File: src/rtl/fifo_ptr_pkg.sv
// -----------------------------------------------------------------------------
// fifo_ptr_pkg
// Shared definitions for the asynchronous-FIFO pointer logic:
//   ptr_cfg_t     : pointer geometry (depth, pointer width, binary offset)
//   make_ptr_cfg  : derives the geometry from the FIFO depth
//   bin2gray      : binary -> reflected Gray code
//   gray2bin      : reflected Gray code -> binary
// The Gray helpers work on a fixed GMAX-bit container; callers size-cast
// their operands in and out.
// -----------------------------------------------------------------------------
package fifo_ptr_pkg;

    localparam int GMAX = 16;

    typedef struct packed {
        int depth;   // FIFO entries
        int pw;      // pointer width, one bit wider than the RAM address
        int off;     // start of the binary pointer window
    } ptr_cfg_t;

    // A non-power-of-two depth is handled by running the binary pointer over
    // a window centred in the 2**pw code space, so the Gray wrap from the top
    // of the window back to its bottom is still a single-bit change.
    function automatic ptr_cfg_t make_ptr_cfg(input int depth);
        ptr_cfg_t cfg;
        cfg.depth = depth;
        cfg.pw    = $clog2(depth) + 1;
        cfg.off   = (2 ** (cfg.pw - 1)) - depth;
        return cfg;
    endfunction

    function automatic logic [GMAX-1:0] bin2gray(input logic [GMAX-1:0] bin);
        return bin ^ (bin >> 1);
    endfunction

    function automatic logic [GMAX-1:0] gray2bin(input logic [GMAX-1:0] gray);
        logic [GMAX-1:0] bin;
        bin[GMAX-1] = gray[GMAX-1];
        for (int i = GMAX - 2; i >= 0; i--) begin
            bin[i] = bin[i+1] ^ gray[i];
        end
        return bin;
    endfunction

endpackage

File: src/rtl/fifo_wptr_gen_if.sv
// -----------------------------------------------------------------------------
// fifo_wptr_gen_if
// Write-side handshake bundle of the async-FIFO write pointer generator.
//   w_en         write request                     (master -> slave)
//   g_rptr_sync  Gray read pointer, in wclk domain  (master -> slave)
//   ovf_clr      clears the sticky overflow flag    (master -> slave)
//   g_wptr       Gray write pointer for read domain (slave -> master)
//   waddr        RAM write address                  (slave -> master)
//   wr_ack       write accepted this cycle          (slave -> master)
//   full / almost_full / wlevel / overflow          (slave -> master)
// The slave modport is the pointer generator; master is the write client.
// -----------------------------------------------------------------------------
interface fifo_wptr_gen_if #(
    parameter int DEPTH = 36
);
    localparam int PW = $clog2(DEPTH) + 1;
    localparam int AW = $clog2(DEPTH);

    logic          w_en;
    logic [PW-1:0] g_rptr_sync;
    logic          ovf_clr;
    logic [PW-1:0] g_wptr;
    logic [AW-1:0] waddr;
    logic          wr_ack;
    logic          full;
    logic          almost_full;
    logic [PW-1:0] wlevel;
    logic          overflow;

    modport master (
        output w_en, g_rptr_sync, ovf_clr,
        input  g_wptr, waddr, wr_ack, full, almost_full, wlevel, overflow
    );

    modport slave (
        input  w_en, g_rptr_sync, ovf_clr,
        output g_wptr, waddr, wr_ack, full, almost_full, wlevel, overflow
    );

endinterface

File: src/rtl/fifo_gray2bin.sv
// -----------------------------------------------------------------------------
// fifo_gray2bin
// Combinational reflected-Gray to binary decoder.
//   W       : code width
//   i_gray  : Gray-coded input
//   o_bin   : binary output; bit k is the XOR of all Gray bits k and above
// -----------------------------------------------------------------------------
module fifo_gray2bin #(
    parameter int W = 7
) (
    input  logic [W-1:0] i_gray,
    output logic [W-1:0] o_bin
);

    // Each output bit is an independent reduction, so there is no ripple
    // through o_bin itself.
    for (genvar gi = 0; gi < W; gi++) begin : g_bit
        assign o_bin[gi] = ^i_gray[W-1:gi];
    end

endmodule

File: src/rtl/fifo_wptr_gen.sv
// -----------------------------------------------------------------------------
// fifo_wptr_gen
// Write-domain pointer generator for an asynchronous FIFO of arbitrary even
// depth. Keeps a binary write pointer that runs over OFF..OFF+2*DEPTH-1 so its
// Gray image wraps with a single-bit change, and derives the registered RAM
// address, fill level, full and almost-full flags.
//
// Parameters : DEPTH (even, 4..256), AF_THRESH (1..DEPTH, default DEPTH-4)
// Ports      : wclk      write clock
//              wrst_n    synchronous active-low reset
//              bus       fifo_wptr_gen_if.slave (w_en, g_rptr_sync, ovf_clr in;
//                        g_wptr, waddr, wr_ack, full, almost_full, wlevel,
//                        overflow out)
// Build macro: FIFO_WPTR_OVERFLOW_EN -- adds the sticky overflow register;
//              when undefined overflow is tied low and ovf_clr is ignored.
// -----------------------------------------------------------------------------
module fifo_wptr_gen
    import fifo_ptr_pkg::*;
#(
    parameter int DEPTH     = 36,
    parameter int AF_THRESH = DEPTH - 4
) (
    input  logic              wclk,
    input  logic              wrst_n,
    fifo_wptr_gen_if.slave    bus
);

    localparam ptr_cfg_t CFG = make_ptr_cfg(DEPTH);
    localparam int PW  = CFG.pw;
    localparam int AW  = $clog2(DEPTH);
    localparam int OFF = CFG.off;

    localparam logic [PW-1:0] B_FIRST = PW'(OFF);
    localparam logic [PW-1:0] B_LAST  = PW'(OFF + 2 * DEPTH - 1);
    localparam logic [PW-1:0] G_FIRST = PW'(bin2gray(GMAX'(B_FIRST)));

    // One extra bit so level arithmetic can add the 2*DEPTH span without loss.
    localparam logic [PW:0] OFF_E   = (PW+1)'(OFF);
    localparam logic [PW:0] LAST_E  = (PW+1)'(OFF + 2 * DEPTH - 1);
    localparam logic [PW:0] DEPTH_E = (PW+1)'(DEPTH);
    localparam logic [PW:0] SPAN_E  = (PW+1)'(2 * DEPTH);
    localparam logic [PW:0] AF_E    = (PW+1)'(AF_THRESH);

    logic [PW-1:0] r_b;
    logic [PW-1:0] r_g_wptr;
    logic [AW-1:0] r_waddr;
    logic [PW-1:0] r_wlevel;
    logic          r_full;
    logic          r_almost_full;

    logic          w_wr_ack;
    logic [PW-1:0] w_b_rptr;
    logic [PW-1:0] w_b_next;
    logic [PW:0]   w_b_next_e;
    logic [PW:0]   w_b_rptr_e;
    logic [PW:0]   w_level_next;
    logic [PW:0]   w_rel_next;
    logic [AW-1:0] w_waddr_next;

    fifo_gray2bin #(
        .W (PW)
    ) u_rptr_dec (
        .i_gray (bus.g_rptr_sync),
        .o_bin  (w_b_rptr)
    );

    // A write is refused purely on the registered full flag, so a read that
    // frees space in the same cycle only helps from the next cycle on.
    assign w_wr_ack = bus.w_en & ~r_full;

    assign w_b_next = !w_wr_ack        ? r_b     :
                      (r_b == B_LAST)  ? B_FIRST :
                                         r_b + 1'b1;

    assign w_b_next_e = {1'b0, w_b_next};
    assign w_b_rptr_e = {1'b0, w_b_rptr};

    // Distance modulo 2*DEPTH; both pointers live in the same offset window,
    // so the offset cancels and only the wrap needs correcting.
    assign w_level_next = (w_b_next_e >= w_b_rptr_e)
                        ? (w_b_next_e - w_b_rptr_e)
                        : (w_b_next_e + SPAN_E - w_b_rptr_e);

    assign w_rel_next   = w_b_next_e - OFF_E;
    assign w_waddr_next = AW'((w_rel_next >= DEPTH_E) ? (w_rel_next - DEPTH_E)
                                                      : w_rel_next);

    always_ff @(posedge wclk) begin
        if (!wrst_n) begin
            r_b           <= B_FIRST;
            r_g_wptr      <= G_FIRST;
            r_waddr       <= '0;
            r_wlevel      <= '0;
            r_full        <= 1'b0;
            r_almost_full <= 1'b0;
        end else begin
            r_b           <= w_b_next;
            r_g_wptr      <= PW'(bin2gray(GMAX'(w_b_next)));
            r_waddr       <= w_waddr_next;
            r_wlevel      <= PW'(w_level_next);
            r_full        <= (w_level_next == DEPTH_E);
            r_almost_full <= (w_level_next >= AF_E);
        end
    end

    // A read pointer outside the window means a broken synchroniser or a
    // mismatched read side; the level is meaningless from then on.
    always_ff @(posedge wclk) begin
        if (wrst_n) begin
            assert ((w_b_rptr_e >= OFF_E) && (w_b_rptr_e <= LAST_E))
            else $error("fifo_wptr_gen: g_rptr_sync decodes outside pointer window");
        end
    end

`ifdef FIFO_WPTR_OVERFLOW_EN
    logic r_overflow;

    // Setting wins over a clear in the same cycle so no rejected write is lost.
    always_ff @(posedge wclk) begin
        if (!wrst_n) begin
            r_overflow <= 1'b0;
        end else if (bus.w_en & r_full) begin
            r_overflow <= 1'b1;
        end else if (bus.ovf_clr) begin
            r_overflow <= 1'b0;
        end
    end

    assign bus.overflow = r_overflow;
`else
    logic w_unused_ovf_clr;
    assign w_unused_ovf_clr = bus.ovf_clr;
    assign bus.overflow     = 1'b0;
`endif

    assign bus.wr_ack      = w_wr_ack;
    assign bus.g_wptr      = r_g_wptr;
    assign bus.waddr       = r_waddr;
    assign bus.wlevel      = r_wlevel;
    assign bus.full        = r_full;
    assign bus.almost_full = r_almost_full;

endmodule

File: src/flat_wrapper.sv
// flat-port wrapper written by rule: the top's interface ports become plain ports
module fifo_wptr_gen_flat import fifo_ptr_pkg::*;
#(
    parameter int DEPTH     = 36,
    parameter int AF_THRESH = DEPTH - 4
)
  (wclk, wrst_n, bus_w_en, bus_g_rptr_sync, bus_ovf_clr, bus_g_wptr, bus_waddr, bus_wr_ack, bus_full, bus_almost_full, bus_wlevel, bus_overflow);
  fifo_wptr_gen_if #(.DEPTH(DEPTH)) bus_i ();
  input  logic wclk;
  input  logic wrst_n;
  input wire logic [$bits(bus_i.w_en)-1:0] bus_w_en;
  input wire logic [$bits(bus_i.g_rptr_sync)-1:0] bus_g_rptr_sync;
  input wire logic [$bits(bus_i.ovf_clr)-1:0] bus_ovf_clr;
  output wire logic [$bits(bus_i.g_wptr)-1:0] bus_g_wptr;
  output wire logic [$bits(bus_i.waddr)-1:0] bus_waddr;
  output wire logic [$bits(bus_i.wr_ack)-1:0] bus_wr_ack;
  output wire logic [$bits(bus_i.full)-1:0] bus_full;
  output wire logic [$bits(bus_i.almost_full)-1:0] bus_almost_full;
  output wire logic [$bits(bus_i.wlevel)-1:0] bus_wlevel;
  output wire logic [$bits(bus_i.overflow)-1:0] bus_overflow;
  assign bus_i.w_en = bus_w_en;
  assign bus_i.g_rptr_sync = bus_g_rptr_sync;
  assign bus_i.ovf_clr = bus_ovf_clr;
  assign bus_g_wptr = bus_i.g_wptr;
  assign bus_waddr = bus_i.waddr;
  assign bus_wr_ack = bus_i.wr_ack;
  assign bus_full = bus_i.full;
  assign bus_almost_full = bus_i.almost_full;
  assign bus_wlevel = bus_i.wlevel;
  assign bus_overflow = bus_i.overflow;
  fifo_wptr_gen #(.DEPTH(DEPTH), .AF_THRESH(AF_THRESH)) u_core (.wclk(wclk), .wrst_n(wrst_n), .bus(bus_i));
endmodule
File: config.mk
export PLATFORM = sky130hd
export DESIGN_NAME = fifo_wptr_gen_flat
export DESIGN_NICKNAME = d
export VERILOG_FILES = /design/src/rtl/fifo_ptr_pkg.sv /design/src/rtl/fifo_wptr_gen_if.sv /design/src/rtl/fifo_gray2bin.sv /design/src/rtl/fifo_wptr_gen.sv /design/src/flat_wrapper.sv
export SDC_FILE = /design/constraint.sdc
export NUM_CORES = 1
export LEC_CHECK = 0
export BUFFER_PORTS_ARGS = -buffer_cell sky130_fd_sc_hd__buf_2
export CAP_MARGIN = 5
export CORE_MARGIN = 10
export CORE_UTILIZATION = 40
export DETAILED_ROUTE_END_ITERATION = 7
export PLACE_DENSITY = 0.68
export SYNTH_ARGS = -nofsm -noshare
export SYNTH_HDL_FRONTEND = slang
export SYNTH_HIERARCHICAL = 1
export SYNTH_SLANG_ARGS = --single-unit
File: constraint.sdc
create_clock -name wclk -period 4.4 [get_ports wclk]
set_input_delay 0.66 -clock wclk [delete_from_list [all_inputs] [get_ports wclk]]
set_output_delay 0.66 -clock wclk [all_outputs]
set_load 0.1 [all_outputs]
# [Word-level counts from Yosys, hierarchy flattened]
# Cells that the tools add are included.
[classes] bitwise_logic=3 n_eq_ne=2 order_cmp=3 add_sub_neg=6 n_reduce_logical=6 n_mux=4
[ops] op="$ge A8 B6 Y1 const B" n=2
[ops] op="$mux W7" n=2
[ops] op="$add A7 B7 Y8 const B" n=1
[ops] op="$eq A8 B6 Y1 const B" n=1
[ops] op="$mux W8" n=1
[ops] op="$sub A7 B5 Y8 const B" n=1
[ops] op="$sub A7 B7 Y8" n=1
[ops] op="$sub A8 B7 Y8" n=1
[ops] op="$add A7 B1 Y7 const B" n=1
[ops] op="$eq A7 B7 Y1 const B" n=1
[ops] op="$ge A7 B7 Y1" n=1
[ops] op="$reduce_xor A7 Y1" n=1
[ops] op="$xor A7 B6 Y7" n=1
[ops] op="$mux W6" n=1
[ops] op="$reduce_xor A6 Y1" n=1
[ops] op="$sub A6 B6 Y6 const B" n=1
[ops] op="$reduce_xor A5 Y1" n=1
[ops] op="$reduce_xor A4 Y1" n=1
[ops] op="$reduce_xor A3 Y1" n=1
[ops] op="$reduce_xor A2 Y1" n=1
[ops] op="$and A1 B1 Y1" n=1
[ops] op="$not A1 Y1" n=1
[totals] elab_cells=30 inputBits=11 ff_bits=29

# [Depth between registers and ports, before layout]
[depth] ltp_word=7 ltp_mapped=17

# [Cells and area by module]
# The synthesis kept the hierarchy.
[modules_own_cells] module="fifo_wptr_gen" seq_area_each_um2=520.5 n_inst=1 cells_per_inst=231 area_each_um2=2028.2
[modules_own_cells] module="fifo_gray2bin" seq_area_each_um2=0.0 n_inst=1 cells_per_inst=11 area_each_um2=120.1

# [Least setup slack after synthesis]
# Ideal clock, no wire load.
[synth_timing] path_type="register to register" start="register u_core.r_full, in the netlist u_core/bus.full" end="register u_core.r_almost_full, in the netlist u_core/bus.almost_full" setup_ps=120 synth_period_minus_slack_ps=4242 n_path_buf=0 path_slack_ps=158 path_stages_with_launch=15 arrival_ps=4122 required_time_ps=4280 cell_sequence="dfxtp_1 and2b_1 mux2i_1 inv_1 ha_1 ha_1 inv_1 fa_1 nor2b_1 nor3_1 o31ai_1 a21oi_1 xor2_1 a31oi_1 o31a_1"
[synth_via] elab_chain_cells=7 elab_cells_between_ends=9 classes_between="3 x add/sub; 2 x order compare; 2 x mux; 2 x bitwise"
[synth_rtl] element="from (decl)" line="fifo_wptr_gen.sv:48" text="logic r_full;"
[synth_rtl] element="from (signal assigned)" line="fifo_wptr_gen.sv:101" text="r_full <= (w_level_next == DEPTH_E);"
[synth_rtl] element="$not A1 Y1 *" line="fifo_wptr_gen.sv:69" text="assign w_wr_ack = bus.w_en & ~r_full;"
[synth_rtl] element="$and A1 B1 Y1 *" line="fifo_wptr_gen.sv:69"
[synth_rtl] element="net bus_wr_ack" line="flat_wrapper.sv:16" text="output wire logic [$bits(bus_i.wr_ack)-1:0] bus_wr_ack;"
[synth_rtl] element="$mux W7 *" line="fifo_wptr_gen.sv:71" text="assign w_b_next = !w_wr_ack ? r_b :"
[synth_rtl] element="net u_core.w_b_next[1]" line="fifo_wptr_gen.sv:53" text="logic [PW-1:0] w_b_next;"
[synth_rtl] element="$add A7 B7 Y8" line="fifo_wptr_gen.sv:82" text=": (w_b_next_e + SPAN_E - w_b_rptr_e);"
[synth_rtl] element="$sub A8 B7 Y8" line="fifo_wptr_gen.sv:82"
[synth_rtl] element="$mux W8 *" line="fifo_wptr_gen.sv:81" text="? (w_b_next_e - w_b_rptr_e)"
[synth_rtl] element="$ge A8 B6 Y1 *" line="fifo_wptr_gen.sv:102" text="r_almost_full <= (w_level_next >= AF_E);"
[synth_rtl] element="to (signal assigned)" line="fifo_wptr_gen.sv:102"
[synth_rtl] element="to (decl)" line="fifo_wptr_gen.sv:49" text="logic r_almost_full;"
# Mark *: on every way through the listed nets, which the timed path passes. The rest lies on a longest branch.
# A chain may end at the register's enable or synchronous reset.

# [Worst setup path in the final report]
[layout_timing] start="input port bus_g_rptr_sync[6]" end="register u_core.r_almost_full, in the netlist u_core/bus.almost_full"
[layout_via] elab_chain_cells=4 elab_cells_between_ends=11 classes_between="2 x add/sub; 2 x order compare; 1 x mux; 6 x reduce/logical"
[layout_rtl] element="from (decl)" line="flat_wrapper.sv:12" text="input wire logic [$bits(bus_i.g_rptr_sync)-1:0] bus_g_rptr_sync;"
[layout_rtl] element="$reduce_xor A3 Y1 *" line="fifo_gray2bin.sv:18" text="assign o_bin[gi] = ^i_gray[W-1:gi];"
[layout_rtl] element="net u_core.w_b_rptr[4]" line="fifo_wptr_gen.sv:52" text="logic [PW-1:0] w_b_rptr;"
[layout_rtl] element="$sub A8 B7 Y8, or another cell as far along" line="fifo_wptr_gen.sv:82"
[layout_rtl] element="$mux W8 *" line="fifo_wptr_gen.sv:81"
[layout_rtl] element="$ge A8 B6 Y1 *" line="fifo_wptr_gen.sv:102"
# Marked as above.

==> qor.txt <==
Rel. slew slack - 66.56%
Critical path capture point type - flip-flop
Max Buffers Root-to-Sink - 2
Avg Inst Size Synth - 8.877 µm²
Clock root buffer - clkbuf_8
Global-route wire length before repair - 7.672 mm
DR pass1 iterations - 4
Clock-pin slew on the worst setup and hold paths - 0.09 ns
Clk pwr share - 15.3%
Slew Limit Fails - 0
Share of layout cells above drive strength 1 - 19.85%
Combinational group share of total power - 62.0%
Synth cell types - 57
Final period utilization - 86.87%
Post-synth net total - 283
Detail Placement HPWL - 3.865 mm
Synth Flop Type - dfxtp_1
Diodes inserted - 0
Area leader, netlist - dfxtp_1
HP Class - input pin to flip-flop
Fmax - 261.6 MHz
Reg2reg end - u_core/bus.almost_full
Final min period - 3.822 ns
Worst Setup SP - bus_g_rptr_sync[6]
Chip height - 93.29 µm
Max FO, Critical Path - 5
Row cnt - 26
Initial antenna violation count - 0
H-Tree Depth - 1
Most frequent cells in the layout - 32 x buf_2, 26 x dfxtp_1, 25 x inv_1
Register share of total power - 22.7%
Die X - 93.29 µm
Vias post-DR - 1680
Post-Syn Area - 2148 µm²
# resized after CTS - 0
Switching Share - 51.06%
Worst path required time - 4.56 ns
PnR Total Power - 1.283 mW
Yosys top cell area share - 24.23%
Post-synth EDFFs - 0
Int Pwr - 628.0 µW
RR Startpoint - u_core/r_b[0]
Routed WL per cell - 13.34 µm
GRT Total Usage - 10.72%
Synth Instances - 242
Filler cells - 514
Largest net degree at the start of global routing - 16
Max-cap viol count - 0
Synth warn - 6
CP max stage delay - 0.51 ns
CTS tree - done
Lkg Pwr - 1.141 nW
Final setup viols - 0
Worst skew pair latency - 0.27 ns
Clock Skew - 0.001686 ns
Hold Vio Cnt, Final - 0
Num ports - 35
Core area - 5172 µm²
Total grt overflow - 0
Status - finished, final reports clean
Starting Density - 41.53%
DRT iter0 DRCs - 53
Setup crit start kind - input pin
Gp weighted congestion - 0.8639
Crit Path Category - input pin to flip-flop
Setup TNS - 0 ns
Post-CTS Setup Inserts - 0
Hold-fix buffers at CTS - 0
# DRC - 0
Total wire length - 4.563 mm
Hold depth - 2
Routed Antenna Nets - 0
Die Area - 8702 µm²
Worst setup endpoint - u_core/bus.almost_full
Clock sinks - 26
Synth area leaders - dfxtp_1 24%, ha_1 14%, xnor2_1 6.5%
Arr. time, crit path - 3.99 ns
Register-to-Register Setup Slack - 0.83 ns
Asr flop ratio synth - 0%
Worst Tran Pin Value - 0.5000 ns
CP max stage cell - xor3_2
RSZ-0062 raised after global routing - false
Max IR drop VDD - 340.2 µV
Synthesized flop and latch total - 26
Commonest non-fill, non-tap cell in the layout - buf_2
Sw Pwr - 655.3 µW
P per Cell Area - 528.4 nW/µm²
Area delta synth->final - 13.05%
Vias in the first global route - 1707
Port-buffer cells - 32
Sequential area share after synthesis - 24.23%
Vias/cell - 4.912
Final Net Count - 314
CP Cell Sequence - buf_2, xor3_2, xnor2_4, xnor2_1, inv_1, ha_1, ha_1, inv_1, fa_1, nor2b_1, nor3_1, o31ai_1, a21oi_1, xor2_1, a31oi_1, o31a_1
Total CTS buffers - 3
Worst r2r path cells - 14
[layer usage]
layer  vias to the layer above  global-route usage [%]  share of wire, %
li1                        872                       -                 -
met1                       770                   12.59                46
met2                        32                   17.92                47
met3                         6                   2.158               4.8
met4                         0                   5.656               2.1
met5                         -                       0                 0
[per-stage QoR]
step / utilization [%] / hold slack (ns) / instances / area, µm² / setup slack [ns]
floorplan: - / 0.6596 / 242 / 2148 / 0.1583
global placement: 45.57 / 0.7263 / 338 / 2357 / 0.3250
detailed placement: 45.57 / 0.7454 / 338 / 2357 / 0.2989
CTS: 46.95 / 0.6837 / 342 / 2429 / 0.5902
global route: 46.95 / 0.7112 / 342 / 2429 / 0.2730
finish: 46.95 / 0.6872 / 342 / 2429 / 0.5775
[worst min path at each step]
stage,start,endpoint,slack (ns)
floorplan,u_core/r_b[3],u_core/r_b[3],0.66
detailed placement,u_core/r_b[1],u_core/r_b[1],0.75
CTS,wrst_n,u_core/r_b[3],0.68
finish,wrst_n,u_core/r_b[3],0.69
global placement,u_core/r_b[1],u_core/r_b[1],0.73
global route,wrst_n,u_core/r_b[2],0.71
[Yosys cell counts, types with 4 or more instances]
| library cell | number |
|---|---|
| ha_1 | 24 |
| xor2_1 | 6 |
| nor2_1 | 23 |
| nor3_1 | 4 |
| nand3_1 | 5 |
| mux2i_1 | 4 |
| o21ai_0 | 4 |
| a21oi_1 | 8 |
| fa_1 | 6 |
| dfxtp_1 | 26 |
| nand2_1 | 16 |
| inv_1 | 25 |
| xnor2_1 | 16 |
| and2_1 | 5 |
| buf_4 | 5 |
[logic make-up after synthesis]
family,Yosys count,synth area share (%)
multiplexers,8,4.659
AO/OA/AOI/OAI,39,13.28
buffers and inverters,37,7.746
adder cells (fa/ha/maj),30,19.57
AND/OR/NAND/NOR,76,18.17
other,1,0.1746
XOR/XNOR,25,12.17
flip-flops,26,24.23
[registers in the layout, summed over array words and instances (netlist names)]
name,flops
u_core/bus.g_wptr,6
u_core/bus.wlevel,7
u_core/r_b,7
u_core/bus.waddr,4
u_core/bus.full,1
u_core/bus.almost_full,1
[worst max-delay path, delay by kind of cell]
kind                       cells  cell delay, ns
and+or+nand+nor                2            0.24
buffers and inverters          3            0.29
AOI/OAI and AO/OA              4            0.77
xor gates and xnor gates       4            1.13
adders and majority gates      3            0.90
[area by class of cell]
type | count | area (µm²) | share of cell area [%]
clock buffers | 3 | 41.29 | 1.700
clock inverters | 1 | 30.03 | 1.236
inverters | 28 | 105.1 | 4.328
multi-input cells | 179 | 1461 | 60.18
flip-flops and latches | 26 | 520.5 | 21.43
well taps | 70 | 87.58 | 3.606
repair buffers | 35 | 182.7 | 7.522
[power by group through the flow]
stage          clock network [mW]  logic, mW  registers (mW)
2_1_floorplan                   0      0.385           0.583
3_3_place_gp                    0      0.788           0.297
3_5_place_dp                    0      0.798           0.297
4_1_cts                     0.202      0.800           0.292
5_1_grt                     0.210      0.862           0.296
6_report                    0.197      0.796           0.291
Power figures use the tool's default switching activity.
